--- src/rtl/cpu_pkg.sv ---
// Shared CPU definitions: control-word bit positions, the canonical NOP and
// the memory-stage handshake states.
package cpu_pkg;

  localparam int CTR_MEMREAD  = 1;
  localparam int CTR_MEMTOREG = 2;
  localparam int CTR_MEMWRITE = 5;
  localparam int CTR_REGWRITE = 7;

  localparam logic [31:0] NOP_INSN = 32'h00000013;

  typedef enum logic [1:0] {
    IDLE = 2'd0,
    WAIT = 2'd1,
    DONE = 2'd2
  } mem_state_e;

  // Strip every side effect a faulting memory instruction could have in WB.
  function automatic logic [31:0] kill_mem_ctrl(input logic [31:0] ctr);
    logic [31:0] r;
    r               = ctr;
    r[CTR_MEMREAD]  = 1'b0;
    r[CTR_MEMTOREG] = 1'b0;
    r[CTR_MEMWRITE] = 1'b0;
    r[CTR_REGWRITE] = 1'b0;
    return r;
  endfunction

endpackage

--- src/rtl/mem_stage_if.sv ---
// Data-memory request/response bus between the memory stage (master) and
// the data memory (slave).
interface mem_stage_if;
  logic        dm_req;
  logic        dm_we;
  logic [31:0] dm_addr;
  logic [31:0] dm_wdata;
  logic        dm_gnt;
  logic        dm_rvalid;
  logic [31:0] dm_rdata;

  modport master (
    output dm_req, dm_we, dm_addr, dm_wdata,
    input  dm_gnt, dm_rvalid, dm_rdata
  );

  modport slave (
    input  dm_req, dm_we, dm_addr, dm_wdata,
    output dm_gnt, dm_rvalid, dm_rdata
  );
endinterface

--- src/rtl/dm_handshake_fsm.sv ---
// Data-memory handshake sequencer: issues the request, waits for load data,
// and holds the captured load word until the MEM/WB write.
module dm_handshake_fsm
  import cpu_pkg::*;
(
  input  logic        clk_cpu,
  input  logic        rst,
  input  logic        i_mem_op,
  input  logic        i_aligned,
  input  logic        i_store,
  input  logic        i_gnt,
  input  logic        i_rvalid,
  input  logic [31:0] i_rdata,
  output logic        o_req,
  output logic        o_stall,
  output logic        o_idle,
  output logic        o_done,
  output logic [31:0] o_rbuf
);

  mem_state_e  r_state;
  mem_state_e  w_next;
  logic [31:0] r_rbuf;

  always_ff @(posedge clk_cpu) begin
    if (rst) begin
      r_state <= IDLE;
      r_rbuf  <= '0;
    end else begin
      r_state <= w_next;
      // Responses are only meaningful while a load is outstanding.
      if (r_state == WAIT && i_rvalid) begin
        r_rbuf <= i_rdata;
      end
    end
  end

  always_comb begin
    w_next  = r_state;
    o_req   = 1'b0;
    o_stall = 1'b0;
    unique case (r_state)
      IDLE: begin
        if (i_mem_op && i_aligned) begin
          o_req   = 1'b1;
          o_stall = 1'b1;
          if (i_gnt) begin
            w_next = i_store ? DONE : WAIT;
          end
        end
      end
      WAIT: begin
        o_stall = 1'b1;
        if (i_rvalid) begin
          w_next = DONE;
        end
      end
      DONE: begin
        w_next = IDLE;
      end
      default: begin
        w_next = IDLE;
      end
    endcase
    // Keep the pipeline and the memory quiet while reset is held.
    if (rst) begin
      o_req   = 1'b0;
      o_stall = 1'b0;
    end
  end

  assign o_idle = (r_state == IDLE);
  assign o_done = (r_state == DONE);
  assign o_rbuf = r_rbuf;

endmodule

--- src/rtl/mem_stage.sv ---
// Memory-access stage: word loads/stores over a variable-latency handshake,
// MEM/WB register with bubble insertion, misalignment flag and stall counter.
module mem_stage
  import cpu_pkg::*;
#(
  parameter int STALL_CNT_W = 32
) (
  input  logic                   clk_cpu,
  input  logic                   rst,
  input  logic [31:0]            y,
  input  logic [31:0]            mdw,
  input  logic [31:0]            irm,
  input  logic [31:0]            ctrm,
  mem_stage_if.master            dm,
  output logic                   stall,
  output logic [31:0]            mdr,
  output logic [31:0]            yw,
  output logic [31:0]            irw,
  output logic [31:0]            ctrw,
  output logic                   err_misalign,
  output logic [STALL_CNT_W-1:0] stall_cnt
);

  function automatic logic [STALL_CNT_W-1:0] sat_inc(input logic [STALL_CNT_W-1:0] v);
    return (&v) ? v : v + {{(STALL_CNT_W-1){1'b0}}, 1'b1};
  endfunction

  logic        w_mem_op;
  logic        w_store;
  logic        w_load;
  logic        w_aligned;
  logic        w_misalign;
  logic        w_req;
  logic        w_stall;
  logic        w_idle;
  logic        w_done;
  logic [31:0] w_rbuf;

  logic [31:0]            r_mdr;
  logic [31:0]            r_yw;
  logic [31:0]            r_irw;
  logic [31:0]            r_ctrw;
  logic                   r_err_misalign;
  logic [STALL_CNT_W-1:0] r_stall_cnt;

  // A control word with both memread and memwrite set is treated as a store.
  assign w_mem_op   = ctrm[CTR_MEMREAD] | ctrm[CTR_MEMWRITE];
  assign w_store    = ctrm[CTR_MEMWRITE];
  assign w_load     = ctrm[CTR_MEMREAD] & ~ctrm[CTR_MEMWRITE];
  assign w_aligned  = (y[1:0] == 2'b00);
  assign w_misalign = w_idle & w_mem_op & ~w_aligned;

  dm_handshake_fsm u_fsm (
    .clk_cpu  (clk_cpu),
    .rst      (rst),
    .i_mem_op (w_mem_op),
    .i_aligned(w_aligned),
    .i_store  (w_store),
    .i_gnt    (dm.dm_gnt),
    .i_rvalid (dm.dm_rvalid),
    .i_rdata  (dm.dm_rdata),
    .o_req    (w_req),
    .o_stall  (w_stall),
    .o_idle   (w_idle),
    .o_done   (w_done),
    .o_rbuf   (w_rbuf)
  );

  assign dm.dm_req   = w_req;
  assign dm.dm_we    = w_store;
  assign dm.dm_addr  = y;
  assign dm.dm_wdata = mdw;

  // MEM/WB register boundary
  always_ff @(posedge clk_cpu) begin
    if (rst) begin
      r_mdr  <= '0;
      r_yw   <= '0;
      r_irw  <= NOP_INSN;
      r_ctrw <= '0;
    end else if (w_stall) begin
      r_yw   <= '0;
      r_irw  <= NOP_INSN;
      r_ctrw <= '0;
    end else begin
      r_yw   <= y;
      r_irw  <= irm;
      r_ctrw <= w_misalign ? kill_mem_ctrl(ctrm) : ctrm;
      if (w_done && w_load) begin
        r_mdr <= w_rbuf;
      end
    end
  end

  always_ff @(posedge clk_cpu) begin
    if (rst) begin
      r_err_misalign <= 1'b0;
      r_stall_cnt    <= '0;
    end else begin
      if (w_misalign) begin
        r_err_misalign <= 1'b1;
      end
      if (w_stall) begin
        r_stall_cnt <= sat_inc(r_stall_cnt);
      end
    end
  end

  assign stall        = w_stall;
  assign mdr          = r_mdr;
  assign yw           = r_yw;
  assign irw          = r_irw;
  assign ctrw         = r_ctrw;
  assign err_misalign = r_err_misalign;
  assign stall_cnt    = r_stall_cnt;

endmodule

--- src/flat_wrapper.sv ---
// flat-port wrapper written by rule: the top's interface ports become plain ports
module mem_stage_flat import cpu_pkg::*;
#(
  parameter int STALL_CNT_W = 32
)
  (clk_cpu, rst, y, mdw, irm, ctrm, stall, mdr, yw, irw, ctrw, err_misalign, stall_cnt, dm_dm_req, dm_dm_we, dm_dm_addr, dm_dm_wdata, dm_dm_gnt, dm_dm_rvalid, dm_dm_rdata);
  mem_stage_if dm_i ();
  input  logic clk_cpu;
  input  logic rst;
  input  logic [31:0] y;
  input  logic [31:0] mdw;
  input  logic [31:0] irm;
  input  logic [31:0] ctrm;
  output logic stall;
  output logic [31:0] mdr;
  output logic [31:0] yw;
  output logic [31:0] irw;
  output logic [31:0] ctrw;
  output logic err_misalign;
  output logic [STALL_CNT_W-1:0] stall_cnt;
  output wire logic [$bits(dm_i.dm_req)-1:0] dm_dm_req;
  output wire logic [$bits(dm_i.dm_we)-1:0] dm_dm_we;
  output wire logic [$bits(dm_i.dm_addr)-1:0] dm_dm_addr;
  output wire logic [$bits(dm_i.dm_wdata)-1:0] dm_dm_wdata;
  input wire logic [$bits(dm_i.dm_gnt)-1:0] dm_dm_gnt;
  input wire logic [$bits(dm_i.dm_rvalid)-1:0] dm_dm_rvalid;
  input wire logic [$bits(dm_i.dm_rdata)-1:0] dm_dm_rdata;
  assign dm_dm_req = dm_i.dm_req;
  assign dm_dm_we = dm_i.dm_we;
  assign dm_dm_addr = dm_i.dm_addr;
  assign dm_dm_wdata = dm_i.dm_wdata;
  assign dm_i.dm_gnt = dm_dm_gnt;
  assign dm_i.dm_rvalid = dm_dm_rvalid;
  assign dm_i.dm_rdata = dm_dm_rdata;
  mem_stage #(.STALL_CNT_W(STALL_CNT_W)) u_core (.clk_cpu(clk_cpu), .rst(rst), .y(y), .mdw(mdw), .irm(irm), .ctrm(ctrm), .dm(dm_i), .stall(stall), .mdr(mdr), .yw(yw), .irw(irw), .ctrw(ctrw), .err_misalign(err_misalign), .stall_cnt(stall_cnt));
endmodule
--- config.mk ---
export PLATFORM = sky130hd
export DESIGN_NAME = mem_stage_flat
export DESIGN_NICKNAME = d
export VERILOG_FILES = /design/src/rtl/cpu_pkg.sv /design/src/rtl/mem_stage_if.sv /design/src/rtl/dm_handshake_fsm.sv /design/src/rtl/mem_stage.sv /design/src/flat_wrapper.sv
export SDC_FILE = /design/constraint.sdc
export NUM_CORES = 1
export LEC_CHECK = 0
export BUFFER_PORTS_ARGS = -buffer_cell sky130_fd_sc_hd__buf_2
export CAP_MARGIN = 10
export CORE_AREA = 2 2 152 154
export CTS_BUF_LIST = sky130_fd_sc_hd__clkbuf_8
export CTS_CLUSTER_DIAMETER = 120
export DETAILED_ROUTE_END_ITERATION = 12
export DIE_AREA = 0 0 154 156
export PLACE_DENSITY = 0.58
export SKIP_LAST_GASP = 1
export SYNTH_ARGS = -nofsm -noshare
export SYNTH_HDL_FRONTEND = slang
export SYNTH_SLANG_ARGS = --single-unit
--- constraint.sdc ---
create_clock -name clk_cpu -period 5.25 [get_ports clk_cpu]
set_input_delay 0.2625 -clock clk_cpu [delete_from_list [all_inputs] [get_ports clk_cpu]]
set_output_delay 0.2625 -clock clk_cpu [all_outputs]
set_load 0.01 [all_outputs]
=== Word level (Yosys, flattened, before mapping) ===
Cells that the tools add are included.

* Word-level logic and storage cells: 44
* Output and inout port bits: 228
* Bits in registers: 195

* Equal/unequal tests: 5
* Add/subtract/negate cells: 1
* Bitwise operators: 8
* Reduce and logical (&&, ||, !) cells: 11
* Mux-type cells: 10

{| class="wikitable"
|+ Operators by type and width
! kind !! number
|-
| adder 32 x 1 -> 32 bit (second input constant) || 1
|-
| AND reduction 32 bit || 1
|-
| 2-to-1 mux 2 bit || 4
|-
| inequality test 2 bit (second input constant) || 3
|-
| zero test 2 bit || 2
|-
| 2-to-1 mux 1 bit || 4
|-
| NOT 1 bit || 4
|-
| case mux 2 bit (2 select lines) || 1
|-
| AND reduction 2 bit || 2
|-
| bitwise AND 1 bit || 3
|-
| logical AND 1 bit || 3
|-
| AND reduction 3 bit || 1
|-
| OR reduction 3 bit || 1
|-
| == test 2 x 1 -> 1 bit (second input constant) || 1
|-
| == test 2 bit (second input constant) || 1
|-
| case mux 1 bit (2 select lines) || 1
|-
| OR reduction 2 bit || 1
|-
| bitwise OR 1 bit || 1
|}

=== Longest topological paths before layout ===
* Depth in word-level cells: 7
* Depth in mapped cells: 9

=== Hierarchy ===
Synthesis repeated with hierarchy kept, for this count alone.

* Cells, all modules: 762
* Area total of the unflattened synthesis: 7367.1 µm²

{| class="wikitable"
|+ By module, submodules not included
! module !! instances !! seq. area each (µm²) !! cells an instance !! area an instance (µm²)
|-
| mem_stage || 1 || 3223.1 || 606 || 5758.0
|-
| dm_handshake_fsm || 1 || 680.7 || 156 || 1609.0
|}

=== Least setup slack after synthesis ===
Ideal clock, no wire load.

* Path kind: flip-flop to flip-flop
* From: reg u_core.r_stall_cnt[8] (netlist: u_core.stall_cnt[8])
* To: reg u_core.r_stall_cnt[31] (netlist: u_core.stall_cnt[31])
* Library setup time: 0.123 ns
* Clock period less this slack: 2.215 ns
* Path buffers: 0
* Cell stages (with the launch flop): 6
* Setup slack: 3.035 ns
* Required time: 5.127 ns
* Data arrival time: 2.091 ns
* Cells stage by stage: dfxtp_1 nand4_2 or4_4 a2111oi_4 nand4_1 mux2_1

* Longest elaborated chain between the ends: 3
* Elaborated cells on any way between the ends: 4
* Those cells by class: add/sub (1); bitwise (1); reduce/logical (2)

{| class="wikitable"
|+ RTL lines
! item !! line !! RTL
|-
| start, declared || mem_stage.sv:44 || <nowiki>logic [STALL_CNT_W-1:0] r_stall_cnt;</nowiki>
|-
| start signal, assigned || mem_stage.sv:104 || <nowiki>r_stall_cnt <= sat_inc(r_stall_cnt);</nowiki>
|-
| parallel branches: the longest is 3 deep, another holds adder 32 x 1 -> 32 bit || n/a ||
|}

Parallel ways; which one is timed is not known.
A chain may end at the register's enable or synchronous reset.

=== Worst setup path in the final report ===
* From: in y[1]
* To: out stall

* Longest elaborated chain between the ends: 5

{| class="wikitable"
|+ RTL lines
! item !! line !! RTL
|-
| start, declared || flat_wrapper.sv:10 || <nowiki>input logic [31:0] y;</nowiki>
|-
| zero test 2 bit || mem_stage.sv:50 || <nowiki>assign w_aligned = (y[1:0] == 2'b00);</nowiki>
|-
| logical AND 1 bit || dm_handshake_fsm.sv:44 || <nowiki>if (i_mem_op && i_aligned) begin</nowiki>
|-
| 2-to-1 mux 1 bit || dm_handshake_fsm.sv:44 ||
|-
| case mux 1 bit (2 select lines) || dm_handshake_fsm.sv:42 || <nowiki>unique case (r_state)</nowiki>
|-
| 2-to-1 mux 1 bit || dm_handshake_fsm.sv:66 || <nowiki>if (rst) begin</nowiki>
|-
| end, declared || flat_wrapper.sv:14 || <nowiki>output logic stall;</nowiki>
|}

Every way passes these cells.

==> flow_metrics.env <==
export IMPL_numPortBuffers=327
export IMPL_setup_slack_ns=2.46
export IMPL_period_share_pct=53.1
export IMPL_dr_pass1_iters=5
export IMPL_async_reset_ff_share_pct=0
export IMPL_min_path_type="in -> reg"
export IMPL_rsz0062_at_grt="false"
export IMPL_place_inst=1283
export IMPL_ctsRootBufferMaster="clkbuf_8"
export IMPL_yosys_warnings=0
export IMPL_hold_slack_ns=0.0372
export IMPL_post_place_ws_ns=2.46
export IMPL_rr_worst_depth=7
export IMPL_wirelength_mm=22.0
export IMPL_fin_util_pct=45.1
export IMPL_cts_tree="built"
export IMPL_initial_utilization_pct=31.9
export IMPL_max_slew_margin_pct=31.2
export IMPL_path_class="in -> out"
export IMPL_synth_seq_cells=195
export IMPL_grt_pass1_vias=6374
export IMPL_clk_latency_ns=0.48
export IMPL_hold_violations=0
export IMPL_rows=55
export IMPL_period_minus_slack_ns=2.79
export IMPL_yosys_area_share_simple_pct=24.5
export IMPL_worstSetupEndpointType="output pin"
export IMPL_grt_pass1_wl_mm=33.5
export IMPL_setup_viol=0
export IMPL_timing_setup_tns_ns=0
export IMPL_synth_edf_count=0
export IMPL_yosysSeqAreaShare_pct=54.8
export IMPL_cts_resized=0
export IMPL_cp_max_fo=35
export IMPL_diodes=0
export IMPL_finalNonFillerCells=1429
export IMPL_area_delta_synth_final_pct=41.6
export IMPL_core_um2=22400
export IMPL_worstPathCellList="dlygate4sd3_1 -> buf_2 -> nor2_1 -> a21o_1 -> nand2_1 -> inv_1 -> buf_2"
export IMPL_cts_buffer_depth=2
export IMPL_dieHeight_um=156
export IMPL_fp_dieW_um=154
export IMPL_synth_compound_area_share_pct=9.98
export IMPL_initialDrtViolationCount=299
export IMPL_critical_path_slowest_cell="nand2_1"
export IMPL_synth_xor_area_share_pct=0
export IMPL_design_area_um2=10100
export IMPL_wl_per_cell_um=15.4
export IMPL_path_buf_inv=4
export IMPL_holdPathStages=2
export IMPL_cts_buffers=17
export IMPL_worstSetupPathDepth=7
export IMPL_cap_viol_max_count=0
export IMPL_nets=1296
export IMPL_peakVddDrop_v=0.000142
export IMPL_cp_arrival_ns=2.52
export IMPL_synth_cell_types=41
export IMPL_synth_main_ff_cell="dfxtp_1"
export IMPL_place_hpwl_mm=15.1
export IMPL_grt_start_max_net_pins=92
export IMPL_cellPowerDensity_nw_per_um2=283
export IMPL_syn_nets=943
export IMPL_antenna_found_initial=1
export IMPL_crit_family="buffers and inverters"
export IMPL_cts_max_level=4
export IMPL_status="complete, no violations"
export IMPL_grtUsageTotal_pct=17.7
export IMPL_synth_adder_area_share_pct=0.176
export IMPL_required_ns=4.99
export IMPL_clock_sinks=195
export IMPL_overflow=0
export IMPL_synthCells=778
export IMPL_crit_path_max_incr_delay_ns=0.56
export IMPL_antenna_left=0
export IMPL_clkSlewWorstSetupHoldPaths_ns=0.13
export IMPL_drive_above_1_share_pct=33.2
export IMPL_gp_congestion=0.747
export IMPL_io_pins=392
export IMPL_skew_ns=0.0244
export IMPL_timing_final_max_slew_violations=0
export IMPL_synth_area_per_cell_um2=9.16
export IMPL_placed_cell_area_um2=8520
export IMPL_synth_top_family_by_area="simple AND/OR/NAND/NOR gates"
export IMPL_synth_mux_area_share_pct=0.773
export IMPL_max_slew_worst_pin_slew_ns=1.03
export IMPL_timing_fmax_ghz=0.359
export IMPL_routed_via_density=4.53
export IMPL_start_kind="input port"
export IMPL_dieArea_um2=24000
export IMPL_syn_area_um2=7120
export IMPL_totalPowerFinal_mw=2.85
export IMPL_crit_top_cell="buf_2"
export IMPL_num_vias=6475
export IMPL_power_leakage_nw=4.48
export IMPL_drcViolationCount=0
## repair_timing
action                    in CTS  in global routing
buffers inserted               0                  0
hold buffers                 112                  2
hold endpoints to repair     112                  2
## synth_stat cells, types with 2 or more instances
| cell | count | area [um2] |
|---|---|---|
| mux2_1 | 3 | 33.8 |
| o21ai_0 | 10 | 50.1 |
| a31o_2 | 2 | 17.5 |
| or3_1 | 11 | 68.8 |
| o41ai_1 | 4 | 35.0 |
| clkbuf_1 | 44 | 165 |
| inv_1 | 7 | 26.3 |
| nor4_1 | 4 | 25.0 |
| dfxtp_1 | 195 | 3900 |
| or4_1 | 11 | 82.6 |
| and3_1 | 8 | 50.1 |
| nor4bb_1 | 2 | 20.0 |
| nor2_1 | 14 | 52.6 |
| nand4_1 | 13 | 81.3 |
| o31ai_1 | 10 | 75.1 |
| or2_2 | 3 | 18.8 |
| nor3_1 | 2 | 10.0 |
| nand4_2 | 2 | 25.0 |
| o311ai_0 | 4 | 35.0 |
| and2_1 | 90 | 563 |
| and4_1 | 4 | 35.0 |
| buf_2 | 4 | 20.0 |
| buf_4 | 65 | 488 |
| a21oi_1 | 89 | 445 |
| nand2_1 | 143 | 537 |
| nand3_1 | 14 | 70.1 |
| nor2b_1 | 6 | 37.5 |
## path summary, 6_finish.rpt
check,from,end,slack (ns)
hold reg to reg,u_core.err_misalign,u_core.err_misalign,0.45
hold / removal,y[13],u_core.yw[13],0.04
setup reg to reg,u_core.stall_cnt[0],u_core.stall_cnt[6],2.47
setup / recovery,y[1],stall,2.46
## report_power, final
group          switching (mW)  total, mW  leakage [nW]  internal (mW)
registers              0.0117       1.54          1.59           1.52
clock network           0.637       1.02         0.210          0.384
logic                   0.141      0.297          2.68          0.155
## area by class of cell
| class | instances | area [um2] |
|---|---|---|
| Clock buffer | 18 | 248 |
| Clock inverter | 14 | 181 |
| Fill cell | 2171 | 12300 |
| Inverter | 7 | 26.3 |
| Multi-Input combinational cell | 463 | 2550 |
| Sequential cell | 195 | 3900 |
| Tap cell | 285 | 357 |
| Timing Repair Buffer | 447 | 2830 |
## layout by cell type, fill, tap and decap left out, types with 12 or more instances in the layout
master / Yosys / routed
nand4_1: 13 / 13
nand2_1: 143 / 143
clkbuf_8: 0 / 18
dfxtp_1: 195 / 195
nor2_1: 14 / 12
and2_1: 90 / 90
nand3_1: 14 / 14
a21oi_1: 89 / 89
buf_2: 4 / 326
dlygate4sd3_1: 0 / 114
## sequential cells by signal, indices dropped and copies added, names as in the netlist
| name | flops |
|---|---|
| u_core.err_misalign | 1 |
| u_core.stall_cnt | 32 |
| u_core.yw | 32 |
| u_core.ctrw | 32 |
| u_core.u_fsm.o_rbuf | 32 |
| u_core.irw | 32 |
| u_core.u_fsm.r_state | 2 |
| u_core.mdr | 32 |
## cell families (layout without fill, tap and decap cells)
logic type      after synthesis  in the layout
flops                       195            195
compound gates              123            123
buf+inv                     120            486
fa+ha+maj                     1              1
mux                           5              5
simple gates                334            334
## routing by layer
metal / global-route usage (%) / vias to the layer above / wire length (um)
met5: 0 / - / 0
met4: 7.17 / 0 / 590
met3: 5.31 / 40 / 1420
met2: 30.4 / 244 / 10900
met1: 20.8 / 2956 / 9150
li1: - / 3235 / -
No activity file was read; power rests on OpenSTA's default activity.
